`src/rtl/seg7_pkg.sv`:
```
// Shared definitions for the 7-segment scan driver.
// Contents:
//   SEG_*       active-high segment patterns, bit order {g,f,e,d,c,b,a}
//   digit_idx_t 2-bit scan position (0 = ones ... 3 = flag digit)
//   AN_*        active-high one-hot anode patterns per scan position
package seg7_pkg;

    localparam logic [6:0] SEG_0     = 7'b0111111;
    localparam logic [6:0] SEG_1     = 7'b0000110;
    localparam logic [6:0] SEG_2     = 7'b1011011;
    localparam logic [6:0] SEG_3     = 7'b1001111;
    localparam logic [6:0] SEG_4     = 7'b1100110;
    localparam logic [6:0] SEG_5     = 7'b1101101;
    localparam logic [6:0] SEG_6     = 7'b1111101;
    localparam logic [6:0] SEG_7     = 7'b0000111;
    localparam logic [6:0] SEG_8     = 7'b1111111;
    localparam logic [6:0] SEG_9     = 7'b1101111;
    localparam logic [6:0] SEG_E     = 7'b1111001;
    localparam logic [6:0] SEG_C     = 7'b0111001;
    localparam logic [6:0] SEG_BLANK = 7'b0000000;

    typedef logic [1:0] digit_idx_t;

    localparam logic [3:0] AN_DIG0 = 4'b0001;
    localparam logic [3:0] AN_DIG1 = 4'b0010;
    localparam logic [3:0] AN_DIG2 = 4'b0100;
    localparam logic [3:0] AN_DIG3 = 4'b1000;
    localparam logic [3:0] AN_NONE = 4'b0000;

endpackage

```
`src/rtl/bcd_to_seg7.sv`:
```
// Combinational BCD to 7-segment decoder (active-high pattern).
// Ports:
//   code    in  4  BCD digit; values above 9 render as 'E'
//   blank   in  1  force an all-off pattern
//   pattern out 7  segments {g,f,e,d,c,b,a}, 1 = lit
module bcd_to_seg7
    import seg7_pkg::*;
(
    input  logic [3:0] code,
    input  logic       blank,
    output logic [6:0] pattern
);

    always_comb begin
        pattern = SEG_E;
        if (blank) begin
            pattern = SEG_BLANK;
        end else begin
            case (code)
                4'd0:    pattern = SEG_0;
                4'd1:    pattern = SEG_1;
                4'd2:    pattern = SEG_2;
                4'd3:    pattern = SEG_3;
                4'd4:    pattern = SEG_4;
                4'd5:    pattern = SEG_5;
                4'd6:    pattern = SEG_6;
                4'd7:    pattern = SEG_7;
                4'd8:    pattern = SEG_8;
                4'd9:    pattern = SEG_9;
                default: pattern = SEG_E;
            endcase
        end
    end

endmodule

```
`src/rtl/seven_seg_scan_driver.sv`:
```
// Four-digit multiplexed 7-segment driver for the BCD result of the ALU.
// Latches hundreds/tens/ones plus carry/overflow on load and scans them
// onto a common-anode display with leading-zero blanking, an 'E' for
// invalid codes, a 'C' carry indicator and a short anti-ghost blank at
// the start of every digit slot.
// Ports:
//   clk, rst          clock, asynchronous active-high reset
//   load              single-cycle capture strobe for h/t/o and flags
//   h, t, o           BCD digits (hundreds, tens, ones)
//   carry_in_flag     shown as 'C' on the leftmost digit
//   ovf_in_flag       lights dp on the ones digit
//   seg, dp, an       registered display outputs at physical polarity
module seven_seg_scan_driver
    import seg7_pkg::*;
#(
    parameter int REFRESH_DIV    = 100000,
    parameter int BLANK_CYCLES   = 2,
    parameter int SEG_ACTIVE_LOW = 1,
    parameter int AN_ACTIVE_LOW  = 1,
    parameter int BLANK_LEADING  = 1
) (
    input  logic       clk,
    input  logic       rst,
    input  logic       load,
    input  logic [3:0] h,
    input  logic [3:0] t,
    input  logic [3:0] o,
    input  logic       carry_in_flag,
    input  logic       ovf_in_flag,
    output logic [6:0] seg,
    output logic       dp,
    output logic [3:0] an
);

    localparam int PW = (REFRESH_DIV > 1) ? $clog2(REFRESH_DIV) : 1;
    localparam logic [PW-1:0] PRESC_MAX = PW'(REFRESH_DIV - 1);
    localparam logic [PW-1:0] BLANK_LIM = PW'(BLANK_CYCLES);

    // XOR masks turning active-high internal values into physical levels;
    // the inactive physical level is simply the mask itself.
    localparam logic [6:0] SEG_INV = (SEG_ACTIVE_LOW != 0) ? 7'h7f : 7'h00;
    localparam logic       DP_INV  = (SEG_ACTIVE_LOW != 0);
    localparam logic [3:0] AN_INV  = (AN_ACTIVE_LOW != 0) ? 4'hf : 4'h0;

    logic [PW-1:0] presc_reg;
    digit_idx_t    idx_reg;
    logic [3:0]    h_reg, t_reg, o_reg;
    logic          carry_reg, ovf_reg;

    logic [6:0] seg_reg, seg_next;
    logic       dp_reg, dp_next;
    logic [3:0] an_reg, an_next;

    logic [3:0] code_sel;
    logic       blank_sel;
    logic [6:0] dec_pattern;

    // Scan timing: prescaler wrap advances the digit index.
    always_ff @(posedge clk or posedge rst) begin
        if (rst) begin
            presc_reg <= '0;
            idx_reg   <= '0;
        end else if (presc_reg == PRESC_MAX) begin
            presc_reg <= '0;
            idx_reg   <= idx_reg + 2'd1;
        end else begin
            presc_reg <= presc_reg + 1'b1;
        end
    end

    // Input latch.
    always_ff @(posedge clk or posedge rst) begin
        if (rst) begin
            h_reg     <= '0;
            t_reg     <= '0;
            o_reg     <= '0;
            carry_reg <= 1'b0;
            ovf_reg   <= 1'b0;
        end else if (load) begin
            h_reg     <= h;
            t_reg     <= t;
            o_reg     <= o;
            carry_reg <= carry_in_flag;
            ovf_reg   <= ovf_in_flag;
        end
    end

    // Digit selection and leading-zero blanking. Only a literal zero
    // counts as zero, so an invalid hundreds code keeps tens visible.
    always_comb begin
        code_sel  = o_reg;
        blank_sel = 1'b0;
        case (idx_reg)
            2'd0: begin
                code_sel  = o_reg;
                blank_sel = 1'b0;
            end
            2'd1: begin
                code_sel  = t_reg;
                blank_sel = (BLANK_LEADING != 0) && (h_reg == 4'd0) && (t_reg == 4'd0);
            end
            2'd2: begin
                code_sel  = h_reg;
                blank_sel = (BLANK_LEADING != 0) && (h_reg == 4'd0);
            end
            default: begin
                code_sel  = 4'd0;
                blank_sel = 1'b1;
            end
        endcase
    end

    bcd_to_seg7 u_dec (
        .code    (code_sel),
        .blank   (blank_sel),
        .pattern (dec_pattern)
    );

    always_comb begin
        seg_next = dec_pattern;
        if (idx_reg == 2'd3) begin
            seg_next = carry_reg ? SEG_C : SEG_BLANK;
        end

        dp_next = (idx_reg == 2'd0) && ovf_reg;

        case (idx_reg)
            2'd0:    an_next = AN_DIG0;
            2'd1:    an_next = AN_DIG1;
            2'd2:    an_next = AN_DIG2;
            default: an_next = AN_DIG3;
        endcase
        // Anti-ghost: anodes stay off while segments settle to the new digit.
        if (presc_reg < BLANK_LIM) begin
            an_next = AN_NONE;
        end
    end

    // Output flops hold physical levels so the pins come straight from flops.
    always_ff @(posedge clk or posedge rst) begin
        if (rst) begin
            seg_reg <= SEG_INV;
            dp_reg  <= DP_INV;
            an_reg  <= AN_INV;
        end else begin
            seg_reg <= seg_next ^ SEG_INV;
            dp_reg  <= dp_next ^ DP_INV;
            an_reg  <= an_next ^ AN_INV;
        end
    end

    assign seg = seg_reg;
    assign dp  = dp_reg;
    assign an  = an_reg;

endmodule
```
`config.mk`:
```
export PLATFORM = sky130hd
export DESIGN_NAME = seven_seg_scan_driver
export DESIGN_NICKNAME = d
export VERILOG_FILES = /design/src/rtl/seg7_pkg.sv /design/src/rtl/bcd_to_seg7.sv /design/src/rtl/seven_seg_scan_driver.sv
export SDC_FILE = /design/constraint.sdc
export NUM_CORES = 1
export LEC_CHECK = 0
export CAP_MARGIN = 20
export CORE_MARGIN = 1
export CORE_UTILIZATION = 67
export DETAILED_ROUTE_END_ITERATION = 8
export DONT_BUFFER_PORTS = 1
export PLACE_DENSITY = 0.83
export SYNTH_ARGS = -nofsm -noshare
export SYNTH_HDL_FRONTEND = slang
export SYNTH_SLANG_ARGS = --single-unit
```
`constraint.sdc`:
```
create_clock -name clk -period 7.2 [get_ports clk]
set_clock_uncertainty 0.05 [all_clocks]
set_input_delay 0.72 -clock clk [delete_from_list [all_inputs] [get_ports clk]]
set_output_delay 0.72 -clock clk [all_outputs]
set_load 0.02 [all_outputs]
```
==> out/summary.md <==
Run status
- completed — outcome

Clock tree
- 2 — clock tree buffer depth
- 45 — sink count of the clock tree
- clkbuf_4 — cell at the root of the clock tree
- 0.35 ns — insertion delay to the later sink of the worst-skew pair
- 0 — hold buffer count at CTS
- yes — TritonCTS clock tree
- 0 — post-cts resize count
- 2 — H-tree depth
- 5 — TritonCTS buffer count
- 0 — number of buffers added for setup after CTS
- 0.12 ns — clock-pin slew of the registers on the worst-case setup and hold paths

Place
- 0.919 — final estimated routing congestion in global placement
- 2900 µm — DP HPWL
- 0.00219 mm² — area after detailed placement
- 0 — port bufs

Synthesis
- 0 — Yosys warning count
- 100% — proportion of synthesized flip-flops having asynchronous set or reset
- 33 x dfrtp_1, 15 x mux2_2, 14 x nor2_1 — cell types with the highest counts after synthesis
- dfrtp_1 — cell type with the highest aggregate area in the netlist
- simple AND/OR/NAND/NOR gates — dominant combinational cell family by area after synthesis
- dfrtp_1 38%, dfstp_2 15%, mux2_2 7.9%, ha_1 7.0%, xnor2_1 3.7% — synth top area cells
- 9.97% — multiplexer share of the synthesized area
- 0.00215 mm² — Post-Synthesis Cell Area
- 6.59% — post-synthesis compound-gate area fraction
- 210 — net count after synthesis
- dfrtp_1 — most used standard cell by instance count after synthesis
- 11.9 µm² — mean area per synthesized cell
- 53.2% — sequential element share of the synthesized area
- dfrtp_1 — Most used DFF post-synth
- 0 — EDFF count, synth
- 40 — number of unique standard cell types used by synthesis
- 181 — Cells after Synth
- 38.5% — fraction of post-synthesis cell area in the top cell type by area
- 15.4% — simple-gate area share of the yosys netlist
- 5.71% — Post-Synth XOR/XNOR Area
- 7.00% — post-synthesis adder-cell area fraction
- 45 — flip-flop and latch count after synthesis

Final layout
- 22.6% — share of layout cells above drive strength 1
- 214 — layout net count
- 225 — filler cell count
- 0 — count of antenna diodes in the layout
- 0.00226 mm² — final std cell area, no fill
- 5.48% — Layout area overhead
- 17 — flip-flop count of the largest register after layout

Global routing
- 5.49% — GR Util met3
- 42.7% — met2 capacity usage during global routing
- 1,416 — number of global-route vias before repair
- 46 — maximum number of pins on one net before global-route repair
- 25.6% — total routing resource utilization after global routing
- 0 — global-route congestion overflow total
- 6400 µm — global-route wire length before repair
- 33.4% — M1 GR Usage
- met2 — gr busiest metal
- 0 — antenna violations before repair

Routing
- 6.03 — via count normalized by instance count
- 1,388 — via total after detailed routing
- 4 — number of iterations in the first detailed-routing pass
- 16.5 µm — average wire per standard cell
- 0 — residual DRC count
- 3800 µm — wire length reported by the detailed router
- 0 — number of antenna-violating nets in the routed design
- 73 — DRC violation total after the first TritonRoute iteration

STA
- 361 MHz — maximum frequency from static timing analysis
- 0.345 ns — Fin Hold WS
- 0 ns — setup TNS
- 0 — count of pins over their slew limit
- 25.7% — relative max-transition margin
- 2.77 ns — min Tclk post-route
- 0 — final hold vios
- 0 — setup violators final
- 38.5% — portion of the clock cycle consumed by the worst path in the final layout
- 1.12 ns — Worst Tran Pin Value
- false — setup repair after global routing missed its margin

Die
- 70.3% — Initial Util
- 29 — number of I/O pins
- 58.6 µm — Die X
- 0.00343 mm² — overall die area
- 58.6 µm — Die Ht
- 20 — number of rows in the core area
- 0.00305 mm² — Core Box Area

Worst setup path
- 7.42 ns — required time of the critical path
- reg -> reg — critical setup path kind
- 2.99 ns — Crit path arrival time
- flop — Worst Setup End Kind
- flop — Worst setup SP type
- 8 — largest fanout of any net on the critical path

Run
- 0 — number of max-cap violations

Power
- 0.165 mV — IR Drop Worst-Case VDD
- 1.04 nW — leakage dissipation
- 209 mW/mm² — pwr/cell area

Min path
- in -> async — worst min-delay path class

==> stage by stage <==
stage          utilization, %  setup WS [ns]  cells  total power, mW
6_report                 74.1           4.43    230            0.472
5_1_grt                  74.1           4.27    230            0.493
4_1_cts                  74.1           4.45    230            0.475
3_5_place_dp             71.7           4.49    222            0.332
3_3_place_gp             71.7           4.70    222            0.329
2_1_floorplan               -           4.88    181            0.324
==> final cells by class <==
type | instances | area [µm²] | share of cell area, %
clock buffers | 6 | 41.3 | 1.82
well taps | 44 | 55.1 | 2.43
inverters | 7 | 26.3 | 1.16
flip-flops and latches | 45 | 1140 | 50.4
clock inverters | 2 | 33.8 | 1.49
multi-input cells | 125 | 958 | 42.3
repair buffers | 1 | 7.51 | 0.332
==> path summary, 6_finish.rpt <==
kind                                         from                endpoint  slack, ns  depth (start not counted)
max in group asynchronous                     rst        seg[0]$_DFF_PP1_       6.39                          2
min                                           rst  presc_reg[5]$_DFF_PP0_       0.34                          2
max reg2reg                idx_reg[1]$_DFFE_PP0N_        seg[4]$_DFF_PP1_       4.43                          6
max                        idx_reg[1]$_DFFE_PP0N_        seg[4]$_DFF_PP1_       4.43                          6
min in group clk              ovf_reg$_DFFE_PP0P_            dp$_DFF_PP1_       0.37                          1
min reg2reg                   ovf_reg$_DFFE_PP0P_            dp$_DFF_PP1_       0.37                          1
==> cell usage in the layout, fill, tap and decap left out, types with 4 or more instances in the layout <==
cell type,synthesis,routed
mux2_2,15,15
dfrtp_1,33,33
nand3_1,6,6
ha_1,12,12
nor4_1,4,4
xor2_1,5,5
inv_1,7,7
clkbuf_4,0,5
o21ai_0,7,7
dfstp_2,12,12
nor2_1,14,14
nor3_1,4,4
a222oi_1,4,4
xnor2_1,9,9
nand2_1,11,11
==> metal layers <==
layer / part of all wire (%) / vias up / routed length [µm]
met2: 50 / 56 / 1900
li1: - / 648 / -
met5: 0 / - / 0
met1: 43 / 675 / 1620
met4: 1.6 / 0 / 62
met3: 5.8 / 9 / 219
==> where the power goes <==
part           switching, mW  internal, mW  leakage [nW]
combinational         0.0209        0.0188         0.457
sequential            0.0162         0.272         0.540
clock                 0.0725        0.0723        0.0399
==> cells by family after synthesis <==
| group | Yosys count |
|---|---|
| XOR/XNOR | 14 |
| flip-flops | 45 |
| AND/OR/NAND/NOR | 59 |
| adder cells (fa/ha/maj) | 12 |
| AO/OA/AOI/OAI | 21 |
| buffers and inverters | 11 |
| multiplexers | 19 |
==> critical path, cell delays in order, from the launching register on <==
cell and delay (ns):
dfrtp_1 0.47, inv_1 0.11, ha_1 0.28, a222oi_1 0.97
mux2_4 0.35, or3_1 0.30, a31oi_1 0.17
Note: power is estimated with default switching activity, not from simulation.
